`src/rtl/ahb_split_ctrl.sv`:
```
// AHB split-response controller: answers SPLIT/ERROR while the resource is
// busy and releases pending masters round-robin through HSPLIT.
module ahb_split_ctrl #(
   parameter int NUM_MASTERS = 16
) (
   input  logic                   HCLK,
   input  logic                   HRESETn,
   input  logic                   HSEL,
   input  logic [1:0]             HTRANS,
   input  logic                   HREADY,
   input  logic [3:0]             HMASTER,
   input  logic                   res_busy,
   input  logic                   res_release,
   output logic                   HREADYOUT,
   output logic [1:0]             HRESP,
   output logic [NUM_MASTERS-1:0] HSPLIT,
   output logic                   res_start,
   output logic [3:0]             res_master,
   output logic [4:0]             pending_cnt
);

   localparam logic [1:0] IDLE  = 2'd0;
   localparam logic [1:0] RESP1 = 2'd1;
   localparam logic [1:0] RESP2 = 2'd2;

   localparam logic [1:0] OKAY  = 2'b00;
   localparam logic [1:0] ERROR = 2'b01;
   localparam logic [1:0] SPLIT = 2'b11;

   localparam logic [4:0] NM = 5'(NUM_MASTERS);
   localparam logic [NUM_MASTERS-1:0] ONE = {{(NUM_MASTERS-1){1'b0}}, 1'b1};

   logic [1:0]             state, state_n;
   logic [1:0]             resp_q, resp_n;
   logic [3:0]             id_q;
   logic [3:0]             rr_ptr, rr_n;
   logic [3:0]             rel_idx;
   logic                   rel_hit;
   logic [NUM_MASTERS-1:0] pending;
   logic [NUM_MASTERS-1:0] set_vec, clr_vec;
   logic                   accept, take, id_ok;
   logic [4:0]             j, nx;
   logic [4:0]             cnt;

   assign accept = HSEL & HREADY & HTRANS[1];
   assign take   = accept & (state != RESP1);
   assign id_ok  = ({1'b0, HMASTER} < NM);

   always_comb begin
      state_n = IDLE;
      resp_n  = resp_q;
      if (state == RESP1) begin
         state_n = RESP2;
      end else if (take & res_busy) begin
         state_n = RESP1;
         resp_n  = id_ok ? SPLIT : ERROR;
      end
   end

   assign set_vec = (state == RESP2 && resp_q == SPLIT) ? (ONE << id_q) : '0;

   // Round-robin scan of the pre-edge mask starting at rr_ptr.
   always_comb begin
      rel_hit = 1'b0;
      rel_idx = '0;
      j       = '0;
      for (int i = 0; i < NUM_MASTERS; i++) begin
         j = {1'b0, rr_ptr} + 5'(i);
         if (j >= NM) j = j - NM;
         if (!rel_hit && res_release && ((pending >> j) & ONE) != '0) begin
            rel_hit = 1'b1;
            rel_idx = j[3:0];
         end
      end
      nx   = {1'b0, rel_idx} + 5'd1;
      rr_n = (nx == NM) ? 4'd0 : nx[3:0];
   end

   assign clr_vec = rel_hit ? (ONE << rel_idx) : '0;

   always_comb begin
      cnt = '0;
      for (int i = 0; i < NUM_MASTERS; i++) cnt = cnt + 5'(pending[i]);
   end

   assign pending_cnt = cnt;

   always_ff @(posedge HCLK or negedge HRESETn) begin
      if (!HRESETn) begin
         state      <= IDLE;
         resp_q     <= OKAY;
         id_q       <= '0;
         rr_ptr     <= '0;
         pending    <= '0;
         HREADYOUT  <= 1'b1;
         HRESP      <= OKAY;
         HSPLIT     <= '0;
         res_start  <= 1'b0;
         res_master <= '0;
      end else begin
         state     <= state_n;
         resp_q    <= resp_n;
         HREADYOUT <= (state_n != RESP1);
         HRESP     <= (state_n == IDLE) ? OKAY : resp_n;
         res_start <= take & ~res_busy;
         if (take & ~res_busy) res_master <= HMASTER;
         if (take & res_busy) id_q <= HMASTER;
         // A master being recorded this edge is not eligible; its bit survives.
         pending <= (pending & ~clr_vec) | set_vec;
         HSPLIT  <= clr_vec;
         if (rel_hit) rr_ptr <= rr_n;
      end
   end

endmodule

```
`config.mk`:
```
export PLATFORM = sky130hd
export DESIGN_NAME = ahb_split_ctrl
export DESIGN_NICKNAME = d
export VERILOG_FILES = /design/src/rtl/ahb_split_ctrl.sv
export SDC_FILE = /design/constraint.sdc
export NUM_CORES = 1
export LEC_CHECK = 0
export ABC_AREA = 1
export ABC_CLOCK_PERIOD_IN_PS = 5250
export CAP_MARGIN = 20
export CORE_MARGIN = 1
export CORE_UTILIZATION = 44
export DETAILED_ROUTE_END_ITERATION = 16
export GPL_ROUTABILITY_DRIVEN = 0
export SETUP_SLACK_MARGIN = 0.05
export SLEW_MARGIN = 20
export SYNTH_ARGS = -nofsm -noshare
export SYNTH_HDL_FRONTEND = slang
export SYNTH_SLANG_ARGS = --single-unit
export TNS_END_PERCENT = 100
```
`constraint.sdc`:
```
create_clock -name HCLK -period 5.25 [get_ports HCLK]
set_clock_uncertainty 0.15 [all_clocks]
set_input_delay 0.7875 -clock HCLK [delete_from_list [all_inputs] [get_ports HCLK]]
set_output_delay 0.7875 -clock HCLK [all_outputs]
set_load 0.005 [all_outputs]
```
==> After elaboration in Yosys (flattened, before gate mapping) <==
Index checks and enable logic that the tools add are counted.
{ "totals": {"regBits": 52, "wordCells": 210, "output_inout_bits": 29, "input_bits": 12} }
{ "classes": {"n_bitwise": 9, "n_shift": 18, "reduce_logical": 48, "n_addsub": 47, "magnitude_cmp": 16, "n_eq_ne": 6, "n_mux": 56} }
{ "ops": {"columns": ["cell", "count"], "rows": [
  ["right shift 16 x 5 -> 1 bit", 16],
  ["two-way mux 5 bit", 16],
  [">= comparator 5 bit (second input constant)", 15],
  ["subtractor 5 bit (second input constant)", 15],
  ["two-way mux 4 bit", 17],
  ["adder 5 x 1 -> 5 bit", 11],
  ["adder 4 x 4 -> 5 bit (second input constant)", 8],
  ["logical AND 1 bit", 32],
  ["two-way mux 16 bit", 2],
  ["left shift 1 x 4 -> 16 bit (first input constant)", 2],
  ["adder 4 x 3 -> 5 bit (second input constant)", 4],
  ["two-way mux 1 bit", 17],
  ["bitwise AND 16 bit", 1],
  ["inverter 16 bit", 1],
  ["OR 16 bit", 1],
  ["zero test 1 bit", 15],
  ["adder 4 x 1 -> 5 bit (second input constant)", 2],
  ["adder 4 x 2 -> 5 bit (second input constant)", 2],
  ["two-way mux 2 bit", 4],
  ["adder 4 x 1 -> 5 bit", 1],
  ["bitwise AND 1 bit", 5],
  ["equality test 5 bit (second input constant)", 1],
  [">= comparator 4 x 5 -> 1 bit (second input constant)", 1],
  ["subtractor 4 x 5 -> 5 bit (second input constant)", 1],
  ["other kinds (8)", 10]
]} }

==> Depth between registers and ports, before layout <==
Gate-level depths: netlist of run 1.
{ "depth": {"word_depth": 70, "ltp_mapped": 30, "depth_no_buf": 29} }

==> Worst setup path before layout of run 1 <==
OpenSTA, ideal clock, no wires.
{ "synth_path": {"kind": "reg2out", "startpoint": "register pending[0]", "endpoint": "output port pending_cnt[4]", "t_required_ns": 4.313, "path_stages_with_launch": 11, "n_path_buf": 0, "t_arrival_ns": 3.207, "setup_slack_ns": 1.105, "cell_sequence": "dfrtp_1 -> fa_1 -> inv_1 -> fa_1 -> fa_1 -> fa_1 -> inv_1 -> ha_1 -> inv_1 -> fa_1 -> o21ai_0"} }
{ "synth_between": {"elab_chain_len": 15} }
{ "synth_lines": {"columns": ["item", "line", "rtl"], "rows": [
  ["start: declaration", "39", "logic [NUM_MASTERS-1:0] pending;"],
  ["start signal: assignment", "109", "pending <= (pending & ~clr_vec) | set_vec;"],
  ["adder 1 x 1 -> 2 bit", "83", "for (int i = 0; i < NUM_MASTERS; i++) cnt = cnt + 5'(pending[i]);"],
  ["adder 2 x 1 -> 3 bit", "83", null],
  ["adder 3 x 1 -> 4 bit", "83", null],
  ["adder 4 x 1 -> 5 bit", "83", null],
  ["adder 5 x 1 -> 5 bit (11 in a row)", "83", null],
  ["end: declaration", "19", "output logic [4:0] pending_cnt"]
]} }
Every way passes these cells.

==> Worst setup path after layout of run 1 <==
{ "layout_path": {"startpoint": "register pending[0]", "endpoint": "output port pending_cnt[1]"} }
Same word-level chain as after synthesis.

==> results of run 1 <==
## per-stage QoR
step / cells / utilization (%) / hold WS [ps] / cell area [um2]
final: 814 / 53.87 / 295.9 / 5072
after global routing: 814 / 53.87 / 308.8 / 5072
after CTS: 812 / 53.67 / 296.1 / 5054
after detailed placement: 804 / 52.49 / 283.2 / 4942
after global placement: 804 / 52.49 / 275.6 / 4942
after floorplan: 633 / - / 263.3 / 4359
## logic make-up (layout without fill, tap and decap cells)
family,after synthesis,count (layout),share of synthesized area (%)
buffers and inverters,102,154,9.730
and+or+nand+nor,406,406,43.31
adders and majority gates,31,31,10.62
xor gates and xnor gates,10,10,2.440
AOI/OAI and AO/OA,32,32,4.018
DFF,52,52,29.88
## metal layers
layer	vias to the layer above	GRT usage, %	wire, um
met5	-	0	0
met4	0	5.797	189
met3	14	3.727	968
met2	170	38.93	5296
met1	2017	39.70	6000
li1	2155	-	-
## worst reg2reg max path: cells and delay by family (launching register included)
| kind | cells | cell delay [ps] |
|---|---|---|
| xor+xnor | 1 | 370 |
| fa+ha+maj | 2 | 590 |
| buf+inv | 2 | 110 |
| flops | 1 | 820 |
| simple gates | 18 | 2460 |
## worst max path at each step
stage,start,endpoint,slack [ps]
after floorplan,pending[0],pending_cnt[4],1110
after global placement,pending[0],pending_cnt[4],520
after detailed placement,pending[0],pending_cnt[4],440
after CTS,pending[0],pending_cnt[4],110
after global routing,pending[0],pending_cnt[4],90
final,pending[0],pending_cnt[1],250
## timing repair
item                       in CTS  in global routing
buffers inserted                0                  2
setup endpoints to repair       0                  2
gates resized for setup         0                  3
## synthesized netlist by cell type
master / count
o21ai_1: 7
xor2_1: 7
nand4_1: 26
a21oi_1: 6
ha_1: 21
dfstp_2: 1
nor2_8: 1
buf_1: 1
nor2_2: 2
nor3_1: 15
o211ai_1: 1
clkbuf_1: 1
nor3b_1: 1
nand3b_1: 1
a21oi_2: 2
nand3_1: 118
nor2_1: 52
nand2_1: 174
o21ai_0: 13
nor2_4: 3
o21a_1: 1
buf_4: 2
xnor2_1: 2
clkinv_1: 2
nor3_2: 1
fa_1: 10
nand4_4: 2
and2_1: 1
a31oi_1: 2
nand3_2: 4
inv_4: 1
inv_1: 80
buf_6: 3
xnor2_4: 1
dfrtp_1: 51
buf_2: 7
inv_2: 5
nand2_2: 5
## state kept, by name, indices dropped and copies added, names as in the netlist, named ones only
signal,count
id_q,4
HREADYOUT,1
res_master,4
res_start,1
state,2
HSPLIT,16
rr_ptr,4
pending,16
HRESP,2
## cell type report
type / count / area [um2]
Tap cell: 129 / 161.4
Multi-Input combinational cell: 479 / 2635
Timing Repair Buffer: 58 / 528.0
Sequential cell: 52 / 1304
Fill cell: 951 / 4343
Clock buffer: 6 / 72.57
Clock inverter: 2 / 38.79
Inverter: 88 / 332.8
==> impl_metrics.py, run 1 <==
metrics = {
    "cells_and_area": {
        "antenna_cells": 0,
        "drive_above_1_share_pct": 8.321,
        "final_cell_mix": "174 x nand2_1, 118 x nand3_1, 80 x inv_1",
        "nNetsFinal": 727,
        "final_common_cell": "nand2_1",
        "syn_to_final_growth_pct": 16.36,
    },
    "critical_path": {
        "r2r-start": "rr_ptr[2]",
        "crit_buf_inv": 5,
        "endpoint_kind": "output port",
        "r2r_cells": 23,
        "reg2reg_to": "pending[2]",
        "slowest_stage": "fa_1",
        "crit_chain": "fa_1, inv_1, fa_1, fa_1, fa_1, inv_1, ha_1, inv_1, fa_2, inv_1, clkdlybuf4s50_1",
        "critPathTopFamily": "adder cells",
        "crit_fanout": 3,
        "worst_ep_required_time_ps": 4310,
        "path_class": "reg -> out",
        "worst_setup_path_start_kind": "flip-flop",
        "r2r_slack_ps": 640,
        "worstPathArrival_ps": 4060,
        "path_depth": 11,
        "cp_slowest_stage_delay_ps": 540,
    },
    "timing": {
        "slew_violations": 0,
        "setup_viol": 0,
        "fin_tns_setup_ps": 0,
        "slew_headroom_pct": 51.38,
        "period_needed_ps": 4999,
        "worstMarginPinSlew_ps": 729.4,
        "max_freq_mhz": 200.1,
        "fin_ws_ps": 251.3,
        "rsz0062_at_grt": "no",
        "min_period_over_period_pct": 95.21,
        "hold_viol_final": 0,
    },
    "routing": {
        "firstDrtPassIters": 7,
        "drc": 0,
        "viasPerCell": 5.351,
        "routed_wirelength_mm": 12.46,
        "vias": 4356,
        "ant_nets": 0,
        "avgRoutedWirePerCell_um": 15.30,
        "drtIter0Drc": 423,
    },
    "yosys": {
        "syn_inst": 633,
        "yosys-top-cells-area": "dfrtp_1 29%, nand2_1 15%, nand3_1 14%",
        "synth_top_cell_by_area": "dfrtp_1",
        "syn_avg_cell_area_um2": 6.887,
        "yosysUniqueCellTypes": 38,
        "syn_area_um2": 4359,
        "ys_ff_latch": 52,
        "synth_nets": 676,
        "synth_top_cell_area_share_pct": 29.28,
        "yosysWarnings": 0,
        "ys_seq_area_share_pct": 29.88,
    },
    "cts": {
        "cts_tree": "yes",
        "cts.sinks": 52,
        "numCtsBuffers": 5,
        "htree_levels": 2,
        "clock_path_buffers": 2,
        "cts_root_buf": "clkbuf_8",
        "clkSlewWorstSetupHoldPaths_ps": 90,
        "clkLatencyLatePin_ps": 300,
        "cts_hold_buf": 0,
    },
    "placed_design": {
        "dpl.hpwl_mm": 9.860,
        "post-place-ws_ps": 435.7,
        "io_buffer_count": 39,
    },
    "global_route": {
        "antenna_found_initial": 0,
        "grt_pass1_wl_mm": 20.58,
        "grt_pass1_vias": 4083,
        "grt_max_degree": 53,
        "gr-usage-all-layers_pct": 26.09,
        "overflow": 0,
    },
    "worst_hold_path": {
        "holdPathStages": 1,
        "worstHoldStart": "state[1]",
        "hold_path.class": "reg -> reg",
        "holdPathEnd": "state[1]",
    },
    "floorplan": {
        "core_um2": 9415,
        "io_pins": 41,
        "rows": 35,
        "dieWidth_um": 101.5,
        "die_h_um": 101.5,
        "die_area_um2": 10310,
        "initial_core_util_pct": 46.30,
    },
    "run_status": {
        "status": "complete, no violations",
    },
    "job": {
        "max-cap-violations": 0,
    },
}
Power of run 1 is not shown: default switching activity piles up to over one toggle a cycle in this logic, so the estimate is an artifact.
==> run 2: changes to the inputs <==
- CTS_BUF_LIST: not set -> sky130_fd_sc_hd__clkbuf_4 sky130_fd_sc_hd__clkbuf_8
- CTS_CLUSTER_DIAMETER: not set -> 100
- SETUP_SLACK_MARGIN: 0.05 -> 0.4
==> impl_metrics.py, run 2 (synthesized netlist as in run 1, its figures left out) <==
metrics = {
    "critical_path": {
        "r2r_slack_ps": 790,
        "crit_fanout": 2,
        "worst_ep_required_time_ps": 4310,
        "r2r-start": "rr_ptr[1]",
        "worstPathArrival_ps": 4010,
        "crit_start": "pending[0]",
        "r2r_cells": 23,
        "endpoint_kind": "output port",
        "worst_setup_path_start_kind": "flip-flop",
        "reg2reg_to": "pending[2]",
        "path_class": "reg -> out",
    },
    "timing": {
        "setup_viol": 0,
        "hold_viol_final": 0,
        "worstMarginPinSlew_ps": 621.2,
        "max_freq_mhz": 202.0,
        "fin_tns_setup_ps": 0,
        "period_needed_ps": 4949,
        "slew_headroom_pct": 58.58,
        "rsz0062_at_grt": "yes",
        "fin_ws_ps": 300.6,
        "min_period_over_period_pct": 94.28,
        "slew_violations": 0,
    },
    "global_route": {
        "grt-busiest-layer": "met1",
        "grtUsageMet2_pct": 39.09,
        "grt_pass1_wl_mm": 20.63,
        "grt_pass1_vias": 4086,
        "antenna_found_initial": 0,
        "gr-usage-all-layers_pct": 26.18,
        "overflow": 0,
        "grt_max_degree": 53,
        "met1_usage_pct": 39.83,
        "grtUsageMet3_pct": 3.727,
    },
    "cts": {
        "clkSlewWorstSetupHoldPaths_ps": 90,
        "cts_tree": "yes",
        "clock_path_buffers": 2,
        "numCtsBuffers": 5,
        "htree_levels": 2,
        "cts_root_buf": "clkbuf_8",
        "cts.sinks": 52,
        "cts_hold_buf": 0,
        "clkLatencyLatePin_ps": 300,
    },
    "routing": {
        "drc": 0,
        "avgRoutedWirePerCell_um": 15.36,
        "drtIter0Drc": 407,
        "routed_wirelength_mm": 12.55,
        "viasPerCell": 5.337,
        "vias": 4360,
        "ant_nets": 0,
        "firstDrtPassIters": 5,
    },
    "placed_design": {
        "dpl.hpwl_mm": 9.860,
        "io_buffer_count": 39,
        "post-place-ws_ps": 435.7,
    },
    "job": {
        "max-cap-violations": 0,
    },
    "cells_and_area": {
        "nNetsFinal": 730,
        "multi_input_area_um2": 2648,
        "final_cell_mix": "174 x nand2_1, 118 x nand3_1, 80 x inv_1",
        "final_common_cell": "nand2_1",
        "drive_above_1_share_pct": 9.157,
        "antenna_cells": 0,
        "top_regs": "HSPLIT (16), pending (16)",
        "nFillCells": 947,
        "syn_to_final_growth_pct": 17.31,
        "seq_area_um2": 1305,
    },
    "floorplan": {
        "rows": 35,
        "initial_core_util_pct": 46.30,
        "core_um2": 9415,
        "die_area_um2": 10310,
        "die_h_um": 101.5,
        "dieWidth_um": 101.5,
        "io_pins": 41,
    },
    "worst_hold_path": {
        "holdPathEnd": "state[1]",
        "worstHoldStart": "state[1]",
        "hold_path.class": "reg -> reg",
        "holdPathStages": 1,
    },
    "run_status": {
        "status": "complete, no violations",
    },
}
[run 2: cell count changes in the layout (fill, tap and decap cells not counted)]
cell,before,now
buf_4,19,22
ha_1,21,20
dfrtp_2,1,2
clkbuf_1,1,0
clkbuf_4,0,1
dlymetal6s2s_1,0,1
clkdlybuf4s50_1,38,36
ha_4,0,1
dlygate4sd2_1,0,1
dfrtp_1,50,49
[run 2: metrics by stage]
stage	hold WS [ps]	cell area [um2]	utilization [%]	cells
final	297.2	5114	54.31	817
after global routing	308.6	5114	54.31	817
after CTS	296.0	5087	54.03	816
after detailed placement	283.2	4942	52.49	804
after global placement	275.6	4942	52.49	804
after floorplan	263.3	4359	-	633
[run 2: layer usage]
| layer | vias to the layer above | part of all wire (%) |
|---|---|---|
| met5 | - | 0 |
| met4 | 0 | 1.2 |
| met3 | 13 | 8.0 |
| met2 | 154 | 42 |
| met1 | 2029 | 49 |
| li1 | 2164 | - |
[run 2: final cells by class]
cell class	instances	share of cell area, %
Clock buffer	6	1.493
Clock inverter	2	0.7585
Inverter	88	6.508
Multi-Input combinational cell	479	51.77
Sequential cell	52	25.52
Tap cell	129	3.156
Timing Repair Buffer	61	10.79
[run 2: timing repair]
action                     in CTS  in global routing
setup buffers                   4                  1
setup endpoints to repair       4                 20
gates resized for setup         3                  4
pin swaps                       1                  0
[run 2: worst max path at each step]
stage                     end  slack, ps  depth (start not counted)
2_1_floorplan  pending_cnt[4]       1110                         10
3_3_place_gp   pending_cnt[4]        520                         11
3_5_place_dp   pending_cnt[4]        440                         11
4_1_cts        pending_cnt[4]        220                         11
5_1_grt        pending_cnt[1]        150                         11
6_report       pending_cnt[1]        300                         11
[run 2: worst max-delay path, stage by stage, from the launching register on]
cell             delay, ps
dfrtp_1                410
fa_1                   540
inv_1                   50
fa_1                   510
fa_1                   430
fa_1                   500
inv_1                   40
ha_1                   190
inv_1                   70
fa_2                   420
inv_1                   60
clkdlybuf4s50_1        490
Power of run 2 is left out for the same reason.
